$ cat config.mk
export PLATFORM = sky130hd
export DESIGN_NAME = lamp_ramp_ctrl
export DESIGN_NICKNAME = d
export VERILOG_FILES = /design/src/rtl/lamp_ramp_ctrl.sv
export SDC_FILE = /design/constraint.sdc
export NUM_CORES = 1
export LEC_CHECK = 0
export ABC_AREA = 1
export CAP_MARGIN = 0
export CORE_UTILIZATION = 31
export DETAILED_ROUTE_END_ITERATION = 10
export GPL_TIMING_DRIVEN = 0
export RECOVER_POWER = 100
export SETUP_SLACK_MARGIN = 0.15
export SLEW_MARGIN = 20
export SYNTH_ARGS = -nofsm -noshare
export SYNTH_HDL_FRONTEND = slang
export SYNTH_SLANG_ARGS = --single-unit
$ cat constraint.sdc
create_clock -name clk -period 2.1 [get_ports clk]
set_input_delay 0.315 -clock clk [delete_from_list [all_inputs] [get_ports clk]]
set_output_delay 0.315 -clock clk [all_outputs]
set_load 0.005 [all_outputs]
$ cat src/rtl/lamp_ramp_ctrl.sv
// Ramps active_lights one step per STEP_CYCLES clocks toward a requested level. Latency: first step STEP_CYCLES clocks after accept.
// Backpressure: req_ready low while ramping; define LAMP_RAMP_RETARGET_EN to accept (retarget) in any state.
module lamp_ramp_ctrl #(
    parameter int unsigned STEP_CYCLES = 4,
    parameter int unsigned TICK_W      = 8
) (
    input  logic       clk,
    input  logic       rst_n,
    input  logic       req_valid,
    input  logic [3:0] req_level,
    output logic       req_ready,
    output logic [3:0] active_lights,
    output logic       busy,
    output logic       done,
    output logic       dir_up
);

    typedef enum logic [1:0] {
        IDLE      = 2'd0,
        RAMP_UP   = 2'd1,
        RAMP_DOWN = 2'd2
    } state_t;

    localparam logic [TICK_W-1:0] TICK_LAST = TICK_W'(STEP_CYCLES - 1);

    state_t              state_q, state_d;
    logic [3:0]          lights_q, lights_d;
    logic [3:0]          target_q, target_d;
    logic [TICK_W-1:0]   tick_q, tick_d;
    logic                done_q, done_d;
    logic                accept;

    always_ff @(posedge clk or negedge rst_n) begin
        if (!rst_n) begin
            state_q  <= IDLE;
            lights_q <= 4'd0;
            target_q <= 4'd0;
            tick_q   <= '0;
            done_q   <= 1'b0;
        end else begin
            state_q  <= state_d;
            lights_q <= lights_d;
            target_q <= target_d;
            tick_q   <= tick_d;
            done_q   <= done_d;
        end
    end

`ifdef LAMP_RAMP_RETARGET_EN
    assign req_ready = 1'b1;
`else
    assign req_ready = (state_q == IDLE);
`endif

    assign accept = req_valid && req_ready;

    always_comb begin
        state_d  = state_q;
        lights_d = lights_q;
        target_d = target_q;
        tick_d   = tick_q;
        done_d   = 1'b0;

        if (state_q == RAMP_UP || state_q == RAMP_DOWN) begin
            if (tick_q == TICK_LAST) begin
                tick_d   = '0;
                lights_d = (state_q == RAMP_UP) ? lights_q + 4'd1 : lights_q - 4'd1;
                if (lights_d == target_q) begin
                    state_d = IDLE;
                    done_d  = 1'b1;
                end
            end else begin
                tick_d = tick_q + 1'b1;
            end
        end

        // A new request overrides any step due on this edge and re-plans from the current count.
        if (accept) begin
            target_d = req_level;
            tick_d   = '0;
            lights_d = lights_q;
            done_d   = (req_level == lights_q);
            if (req_level > lights_q) begin
                state_d = RAMP_UP;
            end else if (req_level < lights_q) begin
                state_d = RAMP_DOWN;
            end else begin
                state_d = IDLE;
            end
        end
    end

    assign active_lights = lights_q;
    assign busy          = (state_q != IDLE);
    assign dir_up        = (state_q == RAMP_UP);
    assign done          = done_q;

endmodule

==> Yosys cells after proc, flatten, opt, wreduce, memory -nomap -nowiden <==
Cells that the tools add are included.
{ "word_totals": {"regBits": 19, "inputBits": 7, "word_cells": 39} }
{ "classes": {"addsub": 3, "order_cmp": 2, "n_eq_ne": 5, "n_mux": 14, "bitwise": 1, "n_reduce_logical": 9} }
{ "ops": {"columns": ["op", "n"], "rows": [
  ["$mux 8", 3],
  ["$mux 2", 6],
  ["$add 8x1->8 const B", 1],
  ["$eq 4x4->1", 2],
  ["$eq 8x2->1 const B", 1],
  ["$reduce_bool 2->1", 4],
  ["$reduce_and 3->1", 2],
  ["$add 4x1->4 const B", 1],
  ["$gt 4x4->1", 1],
  ["$lt 4x4->1", 1],
  ["$mux 1", 4],
  ["$mux 4", 1],
  ["$sub 4x1->4 const B", 1],
  ["$eq 2x1->1 const B", 1],
  ["$eq 2x2->1 const B", 1],
  ["$logic_not 2->1", 1],
  ["$logic_and 1x1->1", 1],
  ["$logic_or 1x1->1", 1],
  ["$not 1->1", 1]
]} }

==> Longest topological paths before layout <==
Gate-level depths: netlist (run 1).
{ "logic_depth": {"word_depth": 7, "ltp_mapped": 13} }

==> Worst setup path before layout (run 1) <==
OpenSTA, ideal clock, no wires.
{ "synth_timing": {"path_kind": "reg2reg", "from": "register state_q[1]", "to": "register state_q[0]", "setup_time_ns": 0.117, "t_arrival_ns": 1.664, "t_required_ns": 1.983, "path_slack_ns": 0.319, "stages_incl_launch_ff": 12, "path_buffers": 0, "period_less_slack_ns": 1.781, "path_cell_list": "dfrtp_1 -> inv_1 -> ha_1 -> inv_1 -> ha_1 -> or2_1 -> nand3_1 -> nand2_1 -> nor2_2 -> nand3_2 -> nand3_1 -> nand2_1"} }
{ "synth_between": {"elab_chain_cells": 5, "elab_cells_between_ends": 12} }
{ "synth_lines": {"columns": ["element", "line", "rtl"], "rows": [
  ["start: declaration", "26", "state_t state_q, state_d;"],
  ["start signal: assignment", "41", "state_q <= state_d;"],
  ["$eq 2x1->1 (*)", null, null],
  ["via dir_up", "15", "output logic dir_up"],
  ["$mux 4", "67", "lights_d = (state_q == RAMP_UP) ? lights_q + 4'd1 : lights_q - 4'd1;"],
  ["$eq 4x4->1", "68", "if (lights_d == target_q) begin"],
  ["$reduce_bool 2->1 (no source line)", null, null],
  ["$reduce_and 3->1 (no source line) (*)", null, null]
]} }
The timed path passes the listed nets; every way through them passes the cells marked *.
A chain may end at the register's enable or synchronous reset.

==> Final worst setup path (run 1) <==
{ "layout_timing": {"from": "register lights_q[0] (netlist: active_lights[0])", "to": "register state_q[1]"} }
{ "layout_between": {"elab_chain_cells": 5, "elab_cells_between_ends": 11} }
{ "layout_lines": {"columns": ["element", "line", "rtl"], "rows": [
  ["start: declaration", "27", "logic [3:0] lights_q, lights_d;"],
  ["start signal: assignment", "42", "lights_q <= lights_d;"],
  ["$sub 4x1->4 or $add 4x1->4 (tied branches)", "67", null],
  ["$mux 4", "67", null],
  ["$eq 4x4->1", "68", null],
  ["$reduce_bool 2->1 (no source line)", null, null],
  ["$reduce_and 3->1 (no source line)", null, null]
]} }
Several ways; a longest one is shown, not always the timed one.

==> impl_metrics.env, run 1 <==
export IMPL_status="completed"
export IMPL_initial_core_util=0.326
export IMPL_rrSetupSlack_ps=210
export IMPL_path_delay_family="simple AND/OR/NAND/NOR gates"
export IMPL_gp_congestion=0.813
export IMPL_coreArea_um2=3690
export IMPL_antenna_found_initial=0
export IMPL_maxCapViolCount=0
export IMPL_cts_buffers=3
export IMPL_gr_total_overflow=0
export IMPL_p_int_mw=1.13
export IMPL_critPathLaunch="active_lights[0]"
export IMPL_r2r_end="state_q[1]"
export IMPL_first_pass_iters=4
export IMPL_synthDistinctLibCells=27
export IMPL_hold_viol_final=0
export IMPL_drive_gt1_frac=0.100
export IMPL_grt_util_all_layers=0.127
export IMPL_path_buf_inv=1
export IMPL_synth_nets=168
export IMPL_port_buffers=14
export IMPL_syn2layout_area_growth_pct=21.5
export IMPL_power_leakage_nw=0.718
export IMPL_startpoint_type="register"
export IMPL_fp_row_count=22
export IMPL_via_count=1010
export IMPL_synth_area_um2=1200
export IMPL_yosys_area_top_type="dfrtp_1"
export IMPL_dp_hpwl_um=1860
export IMPL_fin_crit_sh=0.898
export IMPL_timing_rr_start="active_lights[0]"
export IMPL_crit_chain="inv_1, fa_1, nor2_1, nor2_1, nand3_1, nor2_2, nand3_1, nand3_1, nand2_1"
export IMPL_crit_path_end_kind="register"
export IMPL_final_cells=218
export IMPL_cts_sinks=19
export IMPL_finClkSkew_ps=2.37
export IMPL_grt_max_degree=20
export IMPL_synth_top_area_frac=0.396
export IMPL_post_drt_wl_per_cell_um=10.9
export IMPL_dp_cells=213
export IMPL_synth_seq_cells=19
export IMPL_htree_levels=1
export IMPL_rsz0062_at_grt="false"
export IMPL_fp_dieArea_um2=4130
export IMPL_tightestPinTransition_ps=896
export IMPL_die_x_um=64.2
export IMPL_critPathMaxFanout=6
export IMPL_crit_path_max_incr_delay_ps=590
export IMPL_p_comb_frac=0.572
export IMPL_crit_type="reg2reg"
export IMPL_netlist_instances=151
export IMPL_ys_top_cells_by_area="dfrtp_1 (40%), nand2_1 (13%), ha_1 (9.4%)"
export IMPL_maxSlewHeadroom=0.400
export IMPL_ios=15
export IMPL_drt_first_iter_violations=53
export IMPL_clkLatencyLatePin_ps=250
export IMPL_switching_share=0.445
export IMPL_remaining_drc_errors=0
export IMPL_postRouteAntennaNets=0
export IMPL_timing_hold_ws_ps=519
export IMPL_critPathCapture="state_q[1]"
export IMPL_critical_path_depth=9
export IMPL_setup_viol=0
export IMPL_p_switching_mw=0.903
export IMPL_clkSlewWorstSetupHoldPaths_ps=70
export IMPL_slowest_stage="fa_1"
export IMPL_crit_required_ps=2240
export IMPL_crit_arrival_ps=2030
export IMPL_holdCritPathClass="reg2reg"
export IMPL_cp_common_cell="nand3_1"
export IMPL_root_buffer="clkbuf_8"
export IMPL_fillCellCount=404
export IMPL_slew_viol_final=0
export IMPL_ctsHoldBuffers=0
export IMPL_synth_area_per_cell_um2=7.95
export IMPL_ys_seq_area_frac=0.396
export IMPL_wirelength_um=2380
export IMPL_grt_first_pass_wirelength_um=4120
export IMPL_grt_pass1_vias=997
export IMPL_p_clk_frac=0.124
export IMPL_fin_nets=188
export IMPL_cts_tree="done"
export IMPL_antennaDiodeCount=0
export IMPL_fmax_mhz=530
export IMPL_fin_tns_setup_ps=0
export IMPL_power_density_nw_per_um2=1390
export IMPL_worst_r2r_path_depth=9
export IMPL_pwr_share_seq=0.304
export IMPL_viasPerCell=4.63
export IMPL_irDropWorstVdd_v=0.000566
export IMPL_die_h_um=64.2
export IMPL_fin_crit_ps=1890
export IMPL_clock_path_buffers=2
export IMPL_synth_warning_count=0
## synth_stat cells, drive strengths merged
library cell	count
a21oi	3
a22o	1
a31oi	1
dfrtp	19
fa	1
ha	9
inv	24
nand2	43
nand3	12
nand4	1
nor2	16
nor3	1
o21ai	11
o22ai	2
or2	2
xnor2	1
xor2	4
## what timing repair did
item                       CTS  global route
gates resized for setup      2             3
setup endpoints to repair    3             3
setup buffers                0             1
## per-stage QoR
step / utilization / instance area, um^2 / power (mW) / setup WS, ps
after detailed placement: 0.380 / 1400 / 1.80 / 109
after CTS: 0.396 / 1460 / 2.08 / 194
final: 0.396 / 1460 / 2.03 / 214
after floorplan: - / 1200 / 1.43 / 319
after global placement: 0.380 / 1400 / 1.76 / 163
after global routing: 0.396 / 1460 / 2.23 / 89.3
## placed cells by master, fill, tap and decap left out, drive strengths merged
cell type       n
a22o            1
inv            24
clkbuf          4
or2             2
ha              9
nor2           16
a21oi           3
nand3          12
o21ai          11
clkdlybuf4s50   6
buf             1
nor3            1
dfrtp          19
o22ai           2
nand2          43
xnor2           1
a31oi           1
fa              1
dlygate4sd3     8
nand4           1
xor2            4
## sequential cells by signal (all words and copies together) (netlist names)
register       flops
done               1
target_q           4
state_q            2
active_lights      4
tick_q             8
## worst register-to-register path: stages, from the launching register on
cell     delay, ps
dfrtp_1        460
inv_1          120
fa_1           590
nor2_1          60
nor2_1          90
nand3_1        110
nor2_2          90
nand3_1        120
nand3_1        100
nand2_1         50
## power by group through the flow
stage | Combinational [mW] | Clock, mW | Sequential (mW)
CTS | 1.21 | 0.262 | 0.612
finish | 1.16 | 0.251 | 0.617
detailed placement | 1.19 | 0 | 0.614
global route | 1.32 | 0.277 | 0.637
global placement | 1.16 | 0 | 0.609
floorplan | 0.837 | 0 | 0.593
## worst min-delay path by stage
stage,start,endpoint,slack [ps],cells past startpoint
floorplan,rst_n,active_lights[0],20,0
global placement,state_q[1],state_q[1],490,2
detailed placement,target_q[1],target_q[1],500,2
CTS,target_q[1],target_q[1],520,2
global route,target_q[1],target_q[1],560,2
finish,target_q[1],target_q[1],520,2
## layer usage
metal  up-vias  share of wire  GRT usage
li1        514              -          -
met1       482           0.46      0.151
met2        10           0.50      0.229
met3         4          0.027     0.0321
met4         0          0.010     0.0278
met5         -              0          0
## area by class of cell
| class | count | area, um^2 | area share |
|---|---|---|---|
| repair buffers | 15 | 148 | 0.101 |
| multi-input cells | 108 | 641 | 0.439 |
| clock buffers | 4 | 45.0 | 0.0309 |
| flip-flops and latches | 19 | 475 | 0.326 |
| well taps | 48 | 60.1 | 0.0412 |
| inverters | 24 | 90.1 | 0.0617 |
## kinds of logic after synthesis
kind of cell    share of synthesized area
buf+inv                            0.0750
fa+ha+maj                           0.110
simple gates                        0.283
flops                               0.396
compound gates                     0.0990
xor+xnor                           0.0365
No activity file was read; power rests on OpenSTA's default activity.
==> run 2: changes to the inputs <==
- ABC_AREA: 1 -> default
- CORE_UTILIZATION: 31 -> 30
==> run 2 against run 1 <==
Compared with the run above: register-to-register slack barely moved; final cell count fell by 18%; maximum frequency fell by 2.6%; combinational power increased by 25%; cell area up 4.5%; sequential power grew 2%; sequential share of layout area fell by 1.3 points; first-iteration DRC count fell by 34%; clock-buffer cell count is the same; worst setup slack worse by 50 ps.
==> impl_metrics.env, run 2 <==
export IMPL_first_pass_iters=4
export IMPL_placed_area_um2=1410
export IMPL_fillCellCount=387
export IMPL_final_cell_mix="dfrtp_1 (18), nand2_1 (10)"
export IMPL_critPathCapture="req_ready"
export IMPL_path_delay_family="buffers and inverters"
export IMPL_port_buffers=14
export IMPL_die_x_um=64.9
export IMPL_yosysMostFrequentCell="dfrtp_1"
export IMPL_grt_first_pass_wirelength_um=4170
export IMPL_multi_input_area_um2=733
export IMPL_regMostFlops="tick_q"
export IMPL_maxCapViolCount=0
export IMPL_p_comb_frac=0.619
export IMPL_ys_seq_area_frac=0.400
export IMPL_status="completed"
export IMPL_holdCritPathClass="reg2reg"
export IMPL_hold_viol_final=0
export IMPL_rrSetupSlack_ps=200
export IMPL_cts_sinks=19
export IMPL_synthDistinctLibCells=36
export IMPL_synth_area_um2=1190
export IMPL_post_drt_wl_per_cell_um=13.8
export IMPL_min_delay_start="target_q[3]"
export IMPL_via_count=877
export IMPL_dp_cells=172
export IMPL_cts_tree="done"
export IMPL_slew_viol_final=0
export IMPL_ys_async_sr_fraction=1.00
export IMPL_fin_tns_setup_ps=0
export IMPL_antennaDiodeCount=0
export IMPL_p_clk_frac=0.112
export IMPL_fmax_mhz=517
export IMPL_drive_gt1_frac=0.214
export IMPL_synth_edf_count=0
export IMPL_slowest_stage="dlygate4sd3_1"
export IMPL_crit_path_max_incr_delay_ps=570
export IMPL_setup_slack_ps=165
export IMPL_die_h_um=64.9
export IMPL_synth_nets=127
export IMPL_fin_crit_sh=0.922
export IMPL_gr_usage_met1=0.155
export IMPL_htree_levels=1
export IMPL_finalInstanceArea_um2=1520
export IMPL_cts_buffers=3
export IMPL_pwr_share_seq=0.270
export IMPL_switching_share=0.419
export IMPL_gr_max_usage_layer="met2"
export IMPL_ys_flop_type="dfrtp_1"
export IMPL_crit_type="reg2out"
export IMPL_crit_arrival_ps=1620
export IMPL_critPathMaxFanout=2
export IMPL_largest_register_ffs=8
export IMPL_startpoint_type="register"
export IMPL_gp_congestion=0.810
export IMPL_r2r_end="state_q[1]"
export IMPL_fin_crit_ps=1940
export IMPL_grt_util_all_layers=0.128
export IMPL_timing_hold_ws_ps=539
export IMPL_clkLatencyLatePin_ps=260
export IMPL_fin_nets=149
export IMPL_crit_path_end_kind="output pin"
export IMPL_ios=15
export IMPL_remaining_drc_errors=0
export IMPL_syn2layout_area_growth_pct=28.2
export IMPL_final_util=0.407
export IMPL_grt_max_degree=20
export IMPL_synth_top_area_frac=0.400
export IMPL_crit_chain="clkbuf_4, inv_1, ha_1, dlygate4sd3_1"
export IMPL_irDropWorstVdd_v=0.000394
export IMPL_worst_r2r_path_depth=8
export IMPL_clock_path_buffers=2
export IMPL_initial_core_util=0.318
export IMPL_drt_first_iter_violations=35
export IMPL_rsz0062_at_grt="true"
export IMPL_fp_row_count=22
export IMPL_netlist_instances=110
export IMPL_viasPerCell=4.90
export IMPL_root_buffer="clkbuf_8"
export IMPL_path_buf_inv=3
export IMPL_p_switching_mw=0.984
export IMPL_crit_required_ps=1780
export IMPL_wirelength_um=2480
export IMPL_clkSlewWorstSetupHoldPaths_ps=70
export IMPL_use_met3=0.0370
export IMPL_power_leakage_nw=0.671
export IMPL_finClkSkew_ps=2.82
export IMPL_layout_commonest_cell="dfrtp_1"
export IMPL_synth_common_cells="dfrtp_1 (19), nand2_1 (11), ha_1 (9), inv_1 (9)"
export IMPL_p_int_mw=1.36
export IMPL_power_mw=2.35
export IMPL_synth_area_per_cell_um2=10.8
export IMPL_dp_hpwl_um=1750
export IMPL_synth_seq_cells=19
export IMPL_tightestPinTransition_ps=892
export IMPL_power_density_nw_per_um2=1540
export IMPL_gr_total_overflow=0
export IMPL_ys_top_cells_by_area="dfrtp_1 (40%), ha_1 (9.5%), xnor2_1 (5.2%)"
export IMPL_critPathLaunch="state_q[0]"
export IMPL_antenna_found_initial=0
export IMPL_gr_usage_met2=0.229
export IMPL_timing_rr_start="state_q[1]"
export IMPL_coreArea_um2=3740
export IMPL_pre_cts_slack_ps=-35.0
export IMPL_yosys_area_top_type="dfrtp_1"
export IMPL_setup_viol=0
export IMPL_critical_path_depth=4
export IMPL_maxSlewHeadroom=0.403
export IMPL_final_cells=179
export IMPL_synth_warning_count=0
export IMPL_postRouteAntennaNets=0
export IMPL_fp_dieArea_um2=4220
export IMPL_grt_pass1_vias=903
export IMPL_seqCellArea_um2=477
[run 2: layout make-up]
class / instances / area share
plain buffers: 1 / 0.00903
clock buffers: 4 / 0.0296
inverters: 9 / 0.0222
multi-input cells: 81 / 0.481
flip-flops and latches: 19 / 0.313
well taps: 48 / 0.0394
repair buffers: 17 / 0.106
[run 2: worst min-delay path by stage]
stage               cells after the start               end
floorplan                               0  active_lights[0]
global placement                        2       target_q[0]
detailed placement                      1       target_q[3]
CTS                                     1       target_q[3]
global route                            1       target_q[2]
finish                                  1       target_q[3]
[run 2: per-layer routing]
| layer | part of all wire | routed length [um] |
|---|---|---|
| met1 | 0.46 | 1150 |
| met2 | 0.50 | 1230 |
| met3 | 0.034 | 83 |
| met4 | 0.0061 | 15 |
| met5 | 0 | 0 |
[run 2: repair_timing]
action	in CTS	in global routing
endpoints found under the hold margin	0	0
setup buffers	0	3
gates resized for setup	11	5
cloned	0	0
pin swaps	2	1
hold buffers	0	0
setup endpoints to repair	4	3
[run 2: kinds of logic after synthesis]
logic type / count (synthesis) / synth area share
XOR/XNOR: 10 / 0.0853
buffers and inverters: 10 / 0.0316
AND/OR/NAND/NOR: 28 / 0.164
flip-flops: 19 / 0.400
multiplexers: 6 / 0.0547
AO/OA/AOI/OAI: 27 / 0.153
adder cells (fa/ha/maj): 10 / 0.112
[run 2: power by group through the flow]
stage / registers [mW] / clock network [mW] / logic, mW
3_3_place_gp: 0.627 / 0 / 1.31
2_1_floorplan: 0.604 / 0 / 0.986
3_5_place_dp: 0.637 / 0 / 1.34
5_1_grt: 0.654 / 0.288 / 1.61
4_1_cts: 0.637 / 0.273 / 1.42
6_report: 0.632 / 0.262 / 1.45
==> run 3: changes to the inputs <==
- CORE_MARGIN: default -> 2
==> run 3 against run 2 <==
Compared with the run above: sequential power about the same; critical path depth is 2 higher; clock-buffer cell count decreased by 1; register-to-register slack about the same; maximum frequency grew 1.8%; sequential cell count did not move; routed wire length shrank 3.5%; final cell count decreased by 1.1%; critical endpoint is now done; largest cell class unchanged; highest routed layer unchanged.
==> impl_metrics.env, run 3 (synthesis gave the netlist of run 2 again) <==
export IMPL_dp_cells=172
export IMPL_cts_sinks=19
export IMPL_clkSlewWorstSetupHoldPaths_ps=80
export IMPL_wirelength_um=2390
export IMPL_regMostFlops="tick_q"
export IMPL_remaining_drc_errors=0
export IMPL_ios=15
export IMPL_min_path_cells=2
export IMPL_post_drt_wl_per_cell_um=13.5
export IMPL_port_buffers=14
export IMPL_crit_type="reg2reg"
export IMPL_pre_cts_slack_ps=-22.9
export IMPL_clock_path_buffers=2
export IMPL_fin_crit_sh=0.905
export IMPL_coreArea_um2=3740
export IMPL_hold_viol_final=0
export IMPL_irDropWorstVdd_v=0.000515
export IMPL_cts_tree="done"
export IMPL_rsz0062_at_grt="false"
export IMPL_status="completed"
export IMPL_antenna_found_initial=0
export IMPL_gr_total_overflow=0
export IMPL_wl_met1_um=1090
export IMPL_tightestPinTransition_ps=877
export IMPL_cts_buffers=3
export IMPL_viasPerCell=4.94
export IMPL_postRouteAntennaNets=0
export IMPL_grt_first_pass_wirelength_um=4150
export IMPL_power_leakage_nw=0.657
export IMPL_fillCellCount=374
export IMPL_startpoint_type="register"
export IMPL_finalInstanceArea_um2=1500
export IMPL_clkLatencyLatePin_ps=260
export IMPL_final_cell_mix="dfrtp_1 (19), nand2_1 (10)"
export IMPL_syn2layout_area_growth_pct=26.3
export IMPL_critPathMaxFanout=6
export IMPL_holdCritPathClass="reg2reg"
export IMPL_p_switching_mw=0.984
export IMPL_fin_nets=147
export IMPL_finClkSkew_ps=7.80
export IMPL_min_delay_start="target_q[0]"
export IMPL_fp_dieArea_um2=4480
export IMPL_drive_gt1_frac=0.202
export IMPL_fin_crit_ps=1900
export IMPL_fin_tns_setup_ps=0
export IMPL_met3_length_um=93
export IMPL_pwr_share_seq=0.272
export IMPL_grt_max_degree=20
export IMPL_drt_first_iter_violations=51
export IMPL_initial_core_util=0.318
export IMPL_maxSlewHeadroom=0.413
export IMPL_highest_layer="met4"
export IMPL_placed_area_um2=1410
export IMPL_htree_levels=1
export IMPL_first_pass_iters=4
export IMPL_critPathLaunch="active_lights[0]"
export IMPL_p_int_mw=1.34
export IMPL_setup_viol=0
export IMPL_p_comb_frac=0.614
export IMPL_power_density_nw_per_um2=1550
export IMPL_final_cells=177
export IMPL_maxCapViolCount=0
export IMPL_largest_register_ffs=8
export IMPL_worst_r2r_path_depth=6
export IMPL_via_count=874
export IMPL_die_x_um=66.9
export IMPL_p_clk_frac=0.114
export IMPL_wl_met2_um=1200
export IMPL_root_buffer="clkbuf_8"
export IMPL_ctsHoldBuffers=0
export IMPL_switching_share=0.423
export IMPL_crit_arrival_ps=2060
export IMPL_gp_congestion=0.811
export IMPL_slew_viol_final=0
export IMPL_grt_pass1_vias=913
export IMPL_grt_util_all_layers=0.122
export IMPL_antennaDiodeCount=0
export IMPL_dp_hpwl_um=1750
export IMPL_die_h_um=66.9
export IMPL_fmax_mhz=526
export IMPL_layout_commonest_cell="dfrtp_1"
export IMPL_fp_row_count=22
export IMPL_crit_path_end_kind="register"
export IMPL_crit_required_ps=2250
export IMPL_timing_rr_start="active_lights[0]"
export IMPL_setup_slack_ps=199
## run 3: through the flow
step	total power [mW]	util	hold WS (ps)
after floorplan	1.59	-	19.4
after global placement	1.94	0.376	495
after detailed placement	1.96	0.376	498
after CTS	2.32	0.397	517
after global routing	2.51	0.401	557
final	2.33	0.401	514
## run 3: final cells by class
type | count | area (um^2) | share of cell area
multi-input cells | 81 | 724 | 0.483
flip-flops and latches | 19 | 475 | 0.317
repair buffers | 15 | 148 | 0.0983
well taps | 48 | 60.1 | 0.0400
clock buffers | 3 | 41.3 | 0.0275
inverters | 9 | 33.8 | 0.0225
plain buffers | 1 | 13.8 | 0.00917
clock inverters | 1 | 5.00 | 0.00333
## run 3: final timing paths
kind,endpoint,slack (ps)
min in group asynchronous,target_q[2],610
min,target_q[0],510
max in group asynchronous,tick_q[5],940
min reg2reg,target_q[0],510
max,done,200
max reg2reg,done,200
## run 3: per-layer routing
layer  vias up  GRT usage
met4         0     0.0230
li1        435          -
met2        14      0.219
met3         2     0.0355
met1       423      0.144
met5         -          0
## run 3: repair_timing
item | 4_1_cts | 5_1_grt
setup buffers | 0 | 1
setup endpoints to repair | 4 | 4
resized for setup | 9 | 4
pin swaps | 1 | 1
## run 3: critical path: stages, from the launching register on
cell	delay, ps
dfrtp_1	490
inv_1	100
fa_1	470
xor2_2	180
xnor2_1	260
nor4_4	70
a32o_1	220
## run 3: power by group through the flow
stage | Sequential [mW] | Combinational, mW | Clock, mW
after floorplan | 0.604 | 0.986 | 0
after global placement | 0.627 | 1.31 | 0
after detailed placement | 0.632 | 1.33 | 0
after CTS | 0.632 | 1.42 | 0.274
after global routing | 0.651 | 1.58 | 0.282
final | 0.632 | 1.43 | 0.266
